[src/rtl/dmem_arb_pkg.sv]
// dmem_arb_pkg: shared types and constants for the data-memory arbiter.
package dmem_arb_pkg;
  typedef enum logic [1:0] {IDLE, ACCESS, RESP} state_t;
  localparam logic M0 = 1'b0;
  localparam logic M1 = 1'b1;
  localparam int CNT_W = 4;
endpackage

[src/rtl/dmem_arbiter_if.sv]
// dmem_arbiter_if: two requester ports plus the data-memory side of the arbiter.
interface dmem_arbiter_if;
  logic        m0_req_i, m0_we_i, m1_req_i, m1_we_i;
  logic [31:0] m0_addr_i, m0_wdata_i, m1_addr_i, m1_wdata_i;
  logic        m0_ack_o, m1_ack_o, err_o, busy_o, mem_we_o, mem_re_o;
  logic [31:0] rdata_o, mem_addr_o, mem_wdata_o, mem_rdata_i;
  modport slave (
    input  m0_req_i, m0_we_i, m0_addr_i, m0_wdata_i,
    input  m1_req_i, m1_we_i, m1_addr_i, m1_wdata_i, mem_rdata_i,
    output m0_ack_o, m1_ack_o, rdata_o, err_o, busy_o,
    output mem_addr_o, mem_wdata_o, mem_we_o, mem_re_o
  );
  modport master (
    output m0_req_i, m0_we_i, m0_addr_i, m0_wdata_i,
    output m1_req_i, m1_we_i, m1_addr_i, m1_wdata_i, mem_rdata_i,
    input  m0_ack_o, m1_ack_o, rdata_o, err_o, busy_o,
    input  mem_addr_o, mem_wdata_o, mem_we_o, mem_re_o
  );
endinterface

[src/rtl/rr_arbiter_2.sv]
// rr_arbiter_2: two-way round-robin pick; on a tie the master not granted last wins.
module rr_arbiter_2 (
  input  logic [1:0] req,
  input  logic       last_grant,
  output logic       grant_valid,
  output logic       grant_idx
);
  always_comb begin
    grant_valid = |req;
    grant_idx = &req ? ~last_grant : req[1];
  end
endmodule

[src/rtl/dmem_arbiter.sv]
// dmem_arbiter: round-robin sharing of a single-port data memory between M0 and M1.
// Defining DMEM_RANGE_CHECK_EN rejects misaligned/out-of-range grants with err_o.
module dmem_arbiter
  import dmem_arb_pkg::*;
#(
  parameter int WAIT_CYCLES = 0,
  parameter int MEM_BYTES = 32
) (
  input logic clk_i,
  input logic rst_i,
  dmem_arbiter_if.slave bus
);
`ifdef DMEM_RANGE_CHECK_EN
  localparam bit CHK = 1'b1;
`else
  localparam bit CHK = 1'b0;
`endif
  state_t state, next;
  logic last_grant, idx, we_q, err_q, gv, gi, g_we, bad;
  logic [31:0] addr_q, wdata_q, rdata_q, g_addr, g_wdata;
  logic [CNT_W-1:0] cnt;
  rr_arbiter_2 u_rr (
    .req({bus.m1_req_i, bus.m0_req_i}),
    .last_grant(last_grant),
    .grant_valid(gv),
    .grant_idx(gi)
  );
  always_comb begin
    g_we = gi ? bus.m1_we_i : bus.m0_we_i;
    g_addr = gi ? bus.m1_addr_i : bus.m0_addr_i;
    g_wdata = gi ? bus.m1_wdata_i : bus.m0_wdata_i;
    bad = CHK && (g_addr[1:0] != 2'b00 || g_addr > 32'(MEM_BYTES - 4));
    next = state == IDLE ? (gv ? (bad ? RESP : ACCESS) : IDLE) :
           state == ACCESS ? (cnt == '0 ? RESP : ACCESS) : IDLE;
  end
  always_ff @(posedge clk_i or negedge rst_i) begin
    if (!rst_i) begin
      state <= IDLE;
      last_grant <= M1;
      idx <= M0;
      we_q <= 1'b0;
      err_q <= 1'b0;
      addr_q <= '0;
      wdata_q <= '0;
      rdata_q <= '0;
      cnt <= '0;
    end else begin
      state <= next;
      if (state == IDLE && gv) begin
        idx <= gi;
        last_grant <= gi;
        we_q <= g_we;
        err_q <= bad;
        addr_q <= g_addr;
        wdata_q <= g_wdata;
        rdata_q <= '0;
        cnt <= CNT_W'(WAIT_CYCLES);
      end else if (state == ACCESS) begin
        cnt <= cnt == '0 ? cnt : cnt - 1'b1;
        if (cnt == '0 && !we_q) rdata_q <= bus.mem_rdata_i;
      end
    end
  end
  always_comb begin
    bus.m0_ack_o = state == RESP && idx == M0;
    bus.m1_ack_o = state == RESP && idx == M1;
    bus.rdata_o = rdata_q;
    bus.err_o = err_q;
    bus.busy_o = state != IDLE;
    bus.mem_addr_o = addr_q;
    bus.mem_wdata_o = wdata_q;
    bus.mem_re_o = state == ACCESS && !we_q;
    bus.mem_we_o = state == ACCESS && we_q && cnt == '0;
  end
endmodule
[src/flat_wrapper.sv]
// flat-port wrapper written by rule: the top's interface ports become plain ports
module dmem_arbiter_flat import dmem_arb_pkg::*;
#(
  parameter int WAIT_CYCLES = 0,
  parameter int MEM_BYTES = 32
)
  (clk_i, rst_i, bus_m0_req_i, bus_m0_we_i, bus_m0_addr_i, bus_m0_wdata_i, bus_m1_req_i, bus_m1_we_i, bus_m1_addr_i, bus_m1_wdata_i, bus_mem_rdata_i, bus_m0_ack_o, bus_m1_ack_o, bus_rdata_o, bus_err_o, bus_busy_o, bus_mem_addr_o, bus_mem_wdata_o, bus_mem_we_o, bus_mem_re_o);
  dmem_arbiter_if bus_i ();
  input logic clk_i;
  input logic rst_i;
  input wire logic [$bits(bus_i.m0_req_i)-1:0] bus_m0_req_i;
  input wire logic [$bits(bus_i.m0_we_i)-1:0] bus_m0_we_i;
  input wire logic [$bits(bus_i.m0_addr_i)-1:0] bus_m0_addr_i;
  input wire logic [$bits(bus_i.m0_wdata_i)-1:0] bus_m0_wdata_i;
  input wire logic [$bits(bus_i.m1_req_i)-1:0] bus_m1_req_i;
  input wire logic [$bits(bus_i.m1_we_i)-1:0] bus_m1_we_i;
  input wire logic [$bits(bus_i.m1_addr_i)-1:0] bus_m1_addr_i;
  input wire logic [$bits(bus_i.m1_wdata_i)-1:0] bus_m1_wdata_i;
  input wire logic [$bits(bus_i.mem_rdata_i)-1:0] bus_mem_rdata_i;
  output wire logic [$bits(bus_i.m0_ack_o)-1:0] bus_m0_ack_o;
  output wire logic [$bits(bus_i.m1_ack_o)-1:0] bus_m1_ack_o;
  output wire logic [$bits(bus_i.rdata_o)-1:0] bus_rdata_o;
  output wire logic [$bits(bus_i.err_o)-1:0] bus_err_o;
  output wire logic [$bits(bus_i.busy_o)-1:0] bus_busy_o;
  output wire logic [$bits(bus_i.mem_addr_o)-1:0] bus_mem_addr_o;
  output wire logic [$bits(bus_i.mem_wdata_o)-1:0] bus_mem_wdata_o;
  output wire logic [$bits(bus_i.mem_we_o)-1:0] bus_mem_we_o;
  output wire logic [$bits(bus_i.mem_re_o)-1:0] bus_mem_re_o;
  assign bus_i.m0_req_i = bus_m0_req_i;
  assign bus_i.m0_we_i = bus_m0_we_i;
  assign bus_i.m0_addr_i = bus_m0_addr_i;
  assign bus_i.m0_wdata_i = bus_m0_wdata_i;
  assign bus_i.m1_req_i = bus_m1_req_i;
  assign bus_i.m1_we_i = bus_m1_we_i;
  assign bus_i.m1_addr_i = bus_m1_addr_i;
  assign bus_i.m1_wdata_i = bus_m1_wdata_i;
  assign bus_i.mem_rdata_i = bus_mem_rdata_i;
  assign bus_m0_ack_o = bus_i.m0_ack_o;
  assign bus_m1_ack_o = bus_i.m1_ack_o;
  assign bus_rdata_o = bus_i.rdata_o;
  assign bus_err_o = bus_i.err_o;
  assign bus_busy_o = bus_i.busy_o;
  assign bus_mem_addr_o = bus_i.mem_addr_o;
  assign bus_mem_wdata_o = bus_i.mem_wdata_o;
  assign bus_mem_we_o = bus_i.mem_we_o;
  assign bus_mem_re_o = bus_i.mem_re_o;
  dmem_arbiter #(.WAIT_CYCLES(WAIT_CYCLES), .MEM_BYTES(MEM_BYTES)) u_core (.clk_i(clk_i), .rst_i(rst_i), .bus(bus_i));
endmodule
[config.mk]
export PLATFORM = sky130hd
export DESIGN_NAME = dmem_arbiter_flat
export DESIGN_NICKNAME = d
export VERILOG_FILES = /design/src/rtl/dmem_arb_pkg.sv /design/src/rtl/dmem_arbiter_if.sv /design/src/rtl/rr_arbiter_2.sv /design/src/rtl/dmem_arbiter.sv /design/src/flat_wrapper.sv
export SDC_FILE = /design/constraint.sdc
export NUM_CORES = 1
export LEC_CHECK = 0
export ABC_AREA = 1
export BUFFER_PORTS_ARGS = -buffer_cell sky130_fd_sc_hd__buf_2
export CAP_MARGIN = 30
export CORE_MARGIN = 3
export CORE_UTILIZATION = 33
export CTS_BUF_LIST = sky130_fd_sc_hd__clkbuf_8
export DETAILED_ROUTE_END_ITERATION = 6
export RECOVER_POWER = 25
export SLEW_MARGIN = 10
export SYNTH_ARGS = -nofsm -noshare
export SYNTH_HDL_FRONTEND = slang
export SYNTH_SLANG_ARGS = --single-unit
[constraint.sdc]
create_clock -name clk_i -period 1.8 [get_ports clk_i]
set_input_delay 0.27 -clock clk_i [delete_from_list [all_inputs] [get_ports clk_i]]
set_output_delay 0.27 -clock clk_i [all_outputs]
set_load 0.02 [all_outputs]
== After elaboration in Yosys (flattened, before gate mapping) ==
Index checks and enable logic that the tools add are counted.
Storage, ports and cells
  register bits: 105
  word-level logic and storage cells: 45
  output and inout bits: 102
Cells by class
  reductions and logical operators: 17
  multiplexer cells: 14
  eq/ne operators: 3
  add/subtract/negate cells: 1
  bitwise logic cells: 2
Operators with widths (number)
  two-way mux 32 bit: 5
  two-way mux 4 bit: 3
  logical AND 1 bit: 7
  two-way mux 2 bit: 3
  AND reduction 2 bit: 3
  nonzero test 2 bit: 3
  logical NOT 4 bit: 1
  subtractor 4 x 1 -> 4 bit, second input constant: 1
  two-way mux 1 bit: 3
  equality test 2 x 1 -> 1 bit, second input constant: 1
  equality test 2 bit, second input constant: 1
  logical NOT 2 bit: 1
  inequality test 2 x 1 -> 1 bit, second input constant: 1
  NOT 1 bit: 2
  OR reduction 2 bit: 1
  logical NOT 1 bit: 1

== Depth between registers and ports, before layout ==
Gate-level depths: netlist of run 1.
  depth in word-level cells: 5
  depth in mapped cells: 8

== By module ==
Synthesis of run 1 repeated with hierarchy kept, for this count alone.
Unflattened totals
  cell total of the unflattened synthesis: 553
  area total of the unflattened synthesis: 5136.2 um^2
Modules (own cells, without submodules)
  dmem_arbiter: instances 1, area each 5121.2 um^2, seq. area each 2628.8 um^2, cells each 550
  rr_arbiter_2: instances 1, area each 15.0 um^2, seq. area each 0.0 um^2, cells each 3

== Least setup slack after synthesis of run 1 ==
No wires, ideal clock.
  path type: reg2out
  start point: register u_core.cnt[0]
  end point: output bus_mem_we_o
  slack: 0.449 ns
  arrival time: 1.081 ns
  stages on the path, launching flop included: 5
  path through: dfrtp_1 > inv_1 > ha_1 > nand2_1 > nor2_1
On the way
  word-level cells in the longest chain between the ends: 2
Ends and longest elaborated chain
  start, declared: line dmem_arbiter.sv:21  | logic [CNT_W-1:0] cnt;
  start signal, assigned: line dmem_arbiter.sv:57  | cnt <= CNT_W'(WAIT_CYCLES);
  start signal, assigned: line dmem_arbiter.sv:59  | cnt <= cnt == '0 ? cnt : cnt - 1'b1;
  logical NOT 4 bit: line dmem_arbiter.sv:73  | bus.mem_we_o = state == ACCESS && we_q && cnt == '0;
  logical AND 1 bit: line dmem_arbiter.sv:73
  end, declared: line flat_wrapper.sv:27  | output wire logic [$bits(bus_i.mem_we_o)-1:0] bus_mem_we_o;
No other way between the ends.

== Final worst setup path of run 1 ==
  start point: register u_core.cnt[1]
  end point: output bus_mem_we_o
Same word-level chain as after synthesis.

==> results of run 1 <==
[flip-flops by register name, indices dropped and copies added, names as in the netlist]
register,flops
u_core.bus.rdata_o,32
u_core.cnt,4
u_core.idx,1
u_core.bus.mem_addr_o,32
u_core.state,2
u_core.bus.mem_wdata_o,32
u_core.we_q,1
u_core.last_grant,1
[layout make-up]
class                   instances  area [um2]
fillers                      1624        8889
flip-flops and latches        105        2629
multi-input cells             398        2151
repair buffers                280        1498
well taps                     216       270.3
inverters                      68       255.2
clock buffers                   9       123.9
clock inverters                 7       70.07
[worst max-delay path, stage by stage, from the launching register on]
cell	delay, ps
sky130_fd_sc_hd__dfrtp_1	400
sky130_fd_sc_hd__inv_1	100
sky130_fd_sc_hd__ha_4	160
sky130_fd_sc_hd__nand2_1	100
sky130_fd_sc_hd__nor2_2	140
sky130_fd_sc_hd__buf_4	160
[per-layer routing]
metal	GRT usage [%]	part of all wire, %	vias to the layer above
met4	5.600	1.4	0
met1	20.93	46	2097
met5	0	0	-
met3	3.588	7.4	16
met2	25.25	45	184
li1	-	-	2423
[logic make-up after synthesis]
| family | after synthesis | synth area share [%] |
|---|---|---|
| other | 1 | 0.06977 |
| adders and majority gates | 1 | 0.2327 |
| DFF | 105 | 48.91 |
| AOI/OAI and AO/OA | 70 | 14.41 |
| and+or+nand+nor | 326 | 24.98 |
| buffers and inverters | 106 | 11.41 |
[cells in the mapped netlist]
master and n:
sky130_fd_sc_hd__a21oi_1 1, sky130_fd_sc_hd__buf_12 6, sky130_fd_sc_hd__buf_2 7, sky130_fd_sc_hd__buf_4 11, sky130_fd_sc_hd__buf_6 9, sky130_fd_sc_hd__clkbuf_1 5
sky130_fd_sc_hd__conb_1 1, sky130_fd_sc_hd__dfrtp_1 104, sky130_fd_sc_hd__dfstp_2 1, sky130_fd_sc_hd__ha_1 1, sky130_fd_sc_hd__inv_1 67, sky130_fd_sc_hd__inv_2 1
sky130_fd_sc_hd__nand2_1 262, sky130_fd_sc_hd__nand2_2 1, sky130_fd_sc_hd__nand2_4 2, sky130_fd_sc_hd__nand3_1 47, sky130_fd_sc_hd__nand3_2 1, sky130_fd_sc_hd__nand4_1 2
sky130_fd_sc_hd__nor2_1 5, sky130_fd_sc_hd__nor2_2 1, sky130_fd_sc_hd__nor2_4 1, sky130_fd_sc_hd__nor2_8 1, sky130_fd_sc_hd__nor3_1 2, sky130_fd_sc_hd__o211ai_1 10
sky130_fd_sc_hd__o211ai_2 50, sky130_fd_sc_hd__o21a_1 5, sky130_fd_sc_hd__o21ai_0 2, sky130_fd_sc_hd__o21ai_1 1, sky130_fd_sc_hd__o21ai_4 1, sky130_fd_sc_hd__or2_2 1
[worst paths after layout]
kind,to
min,u_core.bus.rdata_o[18]$_DFFE_PN0P_
max reg2reg,u_core.cnt[0]$_DFFE_PN0P_
min reg2reg,u_core.bus.mem_addr_o[20]$_DFFE_PN0P_
max in group asynchronous,u_core.state[0]$_DFF_PN0_
min in group asynchronous,u_core.bus.mem_addr_o[23]$_DFFE_PN0P_
max,bus_mem_we_o
[cells in the final DEF, fill, tap and decap left out, types with 2 or more instances in the layout]
cell / netlist / routed
sky130_fd_sc_hd__buf_12: 6 / 4
sky130_fd_sc_hd__buf_2: 7 / 264
sky130_fd_sc_hd__buf_4: 11 / 9
sky130_fd_sc_hd__clkbuf_8: 0 / 9
sky130_fd_sc_hd__clkinv_2: 0 / 3
sky130_fd_sc_hd__dfrtp_1: 104 / 104
sky130_fd_sc_hd__inv_1: 67 / 66
sky130_fd_sc_hd__inv_2: 1 / 2
sky130_fd_sc_hd__nand2_1: 262 / 262
sky130_fd_sc_hd__nand2_4: 2 / 2
sky130_fd_sc_hd__nand3_1: 47 / 47
sky130_fd_sc_hd__nand4_1: 2 / 2
sky130_fd_sc_hd__nor2_1: 5 / 3
sky130_fd_sc_hd__nor2_2: 1 / 3
sky130_fd_sc_hd__nor3_1: 2 / 2
sky130_fd_sc_hd__o211ai_1: 10 / 10
sky130_fd_sc_hd__o211ai_2: 50 / 50
sky130_fd_sc_hd__o21a_1: 5 / 5
sky130_fd_sc_hd__o21ai_0: 2 / 2
[report_power, final]
group	switching [mW]	total (mW)	internal, mW
combinational	3.66	5.51	1.85
sequential	0.526	3.88	3.36
clock	0.834	1.48	0.644
total	5.02	10.9	5.85
[repair_timing]
action / in CTS / in global routing
endpoints found under the hold margin: 104 / 0
pin swaps: 1 / 0
setup buffers: 0 / 0
hold buffers: 1 / 0
resized for setup: 5 / 1
setup endpoints to repair: 1 / 1
==> flow_metrics.env, run 1 <==
export IMPL_fin_crit_ps=1706
export IMPL_first_global_vias=4403
export IMPL_number_of_antenna_violations_at_the_first_check_in_global_routing=0
export IMPL_critical_path_endpoint_type="output pin"
export IMPL_floorplan_die_area_um2=17860
export IMPL_grt_pass1_wl_um=22590
export IMPL_clk_latency_ps=370
export IMPL_worst_setup_path_startpoint="u_core.cnt[1]$_DFFE_PN0P_"
export IMPL_p_total_mw=10.87
export IMPL_max_clock_path_buffers=2
export IMPL_synth_top_cells_by_area="sky130_fd_sc_hd__dfrtp_1, sky130_fd_sc_hd__nand2_1, sky130_fd_sc_hd__o211ai_2"
export IMPL_worst_setup_path_start_kind="flip-flop"
export IMPL_holdCritStartpoint="bus_mem_rdata_i[18]"
export IMPL_final_net_count=1029
export IMPL_clock_skew_ps=14.93
export IMPL_reg2regPathDepth=5
export IMPL_final_setup_worst_slack_ps=93.90
export IMPL_syn_num_nets=776
export IMPL_yosys_area_top_type_share_pct=48.42
export IMPL_setup_tns_ps=0
export IMPL_crit_path_max_fanout=5
export IMPL_grt_setup_unrepaired="false"
export IMPL_buffer_ports_inserted=266
export IMPL_worst_setup_path_type="reg -> out"
export IMPL_detail_route_vias_per_cell=4.358
export IMPL_post_synthesis_cell_area_um2=5375
export IMPL_total_leakage_power_nw=4.118
export IMPL_worst_tran_pin_value_ps=985.9
export IMPL_place_detailed_instances=1066
export IMPL_floorplan_io_pins=268
export IMPL_arrival_ps=1440
export IMPL_cap_violations=0
export IMPL_final_design_area_no_fill_um2=6997
export IMPL_final_cells=1083
export IMPL_maxSlewHeadroom_pct=34.27
export IMPL_std_cell_rows=46
export IMPL_r2r_start="u_core.state[0]$_DFF_PN0_"
export IMPL_fmaxAchievable_ghz=0.5861
export IMPL_cts_sinks=105
export IMPL_status="completed"
export IMPL_detail_route_wl_per_cell_um=13.28
export IMPL_route_detailed_drc=0
export IMPL_post_place_ws_ps=297.6
export IMPL_grt_start_max_net_pins=106
export IMPL_min_period_over_period_pct=94.78
export IMPL_dpl_cell_area_um2=6782
export IMPL_route_vias_total=4720
export IMPL_post_synth_top_area_cell="sky130_fd_sc_hd__dfrtp_1"
export IMPL_hpwl_um=10670
export IMPL_fin_hold_ws_ps=91.91
export IMPL_worst_endpoint_required_ps=1530
export IMPL_die_h_um=133.6
export IMPL_drt_pre_antenna_iters=4
export IMPL_clock_tree_htree_level_count=3
export IMPL_start_util_pct=33.84
export IMPL_min_delay_path_depth=3
export IMPL_cts_reportedPaths_clkPinSlew_ps=100
export IMPL_reg2reg_slack_ps=320
export IMPL_hold_path_class="in -> reg"
export IMPL_design_core_area_um2=15890
export IMPL_syn2layout_area_growth_pct=30.17
export IMPL_track_usage_pct=15.72
export IMPL_dieWidth_um=133.6
export IMPL_detail_route_iter0_violations=147
export IMPL_syn_inst=609
export IMPL_postSynthRegisterBits=105
export IMPL_hold_viol=0
export IMPL_antenna_left=0
export IMPL_clock_tree_from_tritoncts="built"
export IMPL_yosysWarningCount=0
export IMPL_irDropWorstVdd_mv=0.8421
export IMPL_power_density_nw_per_um2=1554
export IMPL_timing_final_setup_violations=0
export IMPL_gr_overflow_total=0
export IMPL_report_final_slew_viol_count=0
export IMPL_synth_sequential_area_ratio_pct=48.91
export IMPL_insertedDiodeCount=0
export IMPL_routability_congestion_estimate_from_global_placement=0.7459
export IMPL_layout_core_utilization_pct=44.05
export IMPL_mean_post_synth_cell_area_um2=8.826
export IMPL_drive_above_1_share_pct=41.52
export IMPL_route_final_wire_length_um=14380
export IMPL_synth_cell_type_count=30
export IMPL_ctsRootBufferMaster="sky130_fd_sc_hd__clkbuf_8"
export IMPL_number_of_buffers_inserted_during_clock_tree_synthesis=9
Note: power is estimated with default switching activity, not from simulation.
==> inputs of run 2 (changes only) <==
Settings changed: REMOVE_ABC_BUFFERS set to 1.
==> run 2 against run 1 <==
Design area rose by 1.3%. Non-clock buffer count is 1 higher. Sequential power barely moved. Critical path type unchanged. Critical endpoint unchanged.
==> flow_metrics.env, run 2 (synthesized netlist as in run 1, its figures left out) <==
export IMPL_status="completed"
export IMPL_critical_path_endpoint_type="output pin"
export IMPL_cap_violations=0
export IMPL_register_area_um2=2629
export IMPL_report_final_slew_viol_count=0
export IMPL_p_total_mw=11.29
export IMPL_detail_route_wl_per_cell_um=13.39
export IMPL_timing_final_setup_violations=0
export IMPL_cells_along_the_critical_path="inv_1 > ha_4 > nand2_1 > nor2_1 > buf_2"
export IMPL_slowest_stage="sky130_fd_sc_hd__dfrtp_1"
export IMPL_fillCellCount=1622
export IMPL_track_usage_pct=16.05
export IMPL_worst_setup_path_start_kind="flip-flop"
export IMPL_crit_path_max_incr_delay_ps=410
export IMPL_design_core_area_um2=15890
export IMPL_clock_skew_ps=9.272
export IMPL_irDropWorstVdd_mv=0.6796
export IMPL_crit_path_max_fanout=5
export IMPL_hold_path_class="in -> reg"
export IMPL_number_of_antenna_violations_at_the_first_check_in_global_routing=0
export IMPL_fin_hold_ws_ps=95.97
export IMPL_number_of_buffers_inserted_during_clock_tree_synthesis=9
export IMPL_gr_overflow_total=0
export IMPL_arrival_ps=1390
export IMPL_power_density_nw_per_um2=1593
export IMPL_worst_endpoint_required_ps=1530
export IMPL_max_clock_path_buffers=2
export IMPL_cts_reportedPaths_clkPinSlew_ps=100
export IMPL_fin_crit_ps=1662
export IMPL_worst_setup_path_type="reg -> out"
export IMPL_clock_tree_from_tritoncts="built"
export IMPL_place_detailed_instances=1067
export IMPL_layout_core_utilization_pct=44.60
export IMPL_buffer_ports_inserted=266
export IMPL_cts_sinks=105
export IMPL_route_detailed_drc=0
export IMPL_antenna_left=0
export IMPL_final_net_count=1030
export IMPL_worst_tran_pin_value_ps=1017
export IMPL_clk_latency_ps=360
export IMPL_first_global_vias=4635
export IMPL_floorplan_die_area_um2=17860
export IMPL_route_vias_total=4761
export IMPL_routability_congestion_estimate_from_global_placement=0.7748
export IMPL_min_period_over_period_pct=92.33
export IMPL_die_h_um=133.6
export IMPL_route_final_wire_length_um=14500
export IMPL_detail_route_vias_per_cell=4.396
export IMPL_insertedDiodeCount=0
export IMPL_detail_route_iter0_violations=188
export IMPL_hpwl_um=10460
export IMPL_std_cell_rows=46
export IMPL_layout_cells_most_common="sky130_fd_sc_hd__buf_2"
export IMPL_final_cells=1083
export IMPL_maxSlewHeadroom_pct=32.20
export IMPL_floorplan_io_pins=268
export IMPL_drive_above_1_share_pct=41.41
export IMPL_final_cell_mix="sky130_fd_sc_hd__buf_2, sky130_fd_sc_hd__nand2_1, sky130_fd_sc_hd__dfrtp_1"
export IMPL_fmaxAchievable_ghz=0.6017
export IMPL_syn2layout_area_growth_pct=31.80
export IMPL_grt_pass1_wl_um=23340
export IMPL_setup_tns_ps=0
export IMPL_post_cts_setup_buffers=0
export IMPL_timing_critical_path_max_delay_family="flip-flops"
export IMPL_total_leakage_power_nw=4.158
export IMPL_multi_input_area_um2=2148
export IMPL_hold_viol=0
export IMPL_clock_tree_htree_level_count=3
export IMPL_start_util_pct=33.84
export IMPL_dieWidth_um=133.6
export IMPL_grt_start_max_net_pins=106
export IMPL_timing_critical_path_buf_inv=2
export IMPL_ctsRootBufferMaster="sky130_fd_sc_hd__clkbuf_8"
export IMPL_drt_pre_antenna_iters=4
run 2: worst paths after layout:
kind                                                        start                                     end  slack [ps]  cells past startpoint
min reg2reg                u_core.bus.mem_wdata_o[12]$_DFFE_PN0P_  u_core.bus.mem_wdata_o[12]$_DFFE_PN0P_         480                      2
max reg2reg                         u_core.last_grant$_DFFE_PN1P_   u_core.bus.mem_wdata_o[3]$_DFFE_PN0P_         350                      6
min                                           bus_mem_rdata_i[29]      u_core.bus.rdata_o[29]$_DFFE_PN0P_         100                      3
max                                     u_core.cnt[1]$_DFFE_PN0P_                            bus_mem_we_o         140                      5
max in group asynchronous                                   rst_i    u_core.bus.mem_addr_o[3]$_DFFE_PN0P_         420                      3
min in group asynchronous                                   rst_i       u_core.bus.rdata_o[0]$_DFFE_PN0P_         630                      3
run 2: cell type report:
cell class	count	share of cell area (%)
repair buffers	281	21.74
clock buffers	10	1.943
inverters	68	3.603
flip-flops and latches	105	37.11
multi-input cells	398	30.32
clock inverters	5	1.466
well taps	216	3.815
run 2: per-layer routing:
layer	vias to the layer above	GRT usage, %	wire [um]
met2	152	26.10	7007
met3	21	2.946	847
met5	-	0	0
li1	2428	-	-
met1	2160	21.37	6293
met4	0	6.171	354
run 2: power by group:
part | switching (mW) | internal [mW]
Clock | 0.819 | 0.956
Combinational | 3.68 | 1.95
Sequential | 0.523 | 3.36
run 2: tightest hold or removal path, cell delays in order:
cell and delay [ps]:
sky130_fd_sc_hd__buf_2 70, sky130_fd_sc_hd__nand2_1 40, sky130_fd_sc_hd__nand2_1 50
run 2: metrics by stage:
step                worst slack [ps]  cell area (um2)
CTS                            7.290             7078
global placement               378.9             6827
global route                  -20.85             7084
finish                         138.1             7084
detailed placement             342.8             6827
floorplan                     -101.2             5017
run 2: what timing repair did:
action	in CTS	in global routing
hold endpoints to repair	62	0
setup endpoints to repair	0	1
hold buffers	1	0
gates resized for setup	0	4
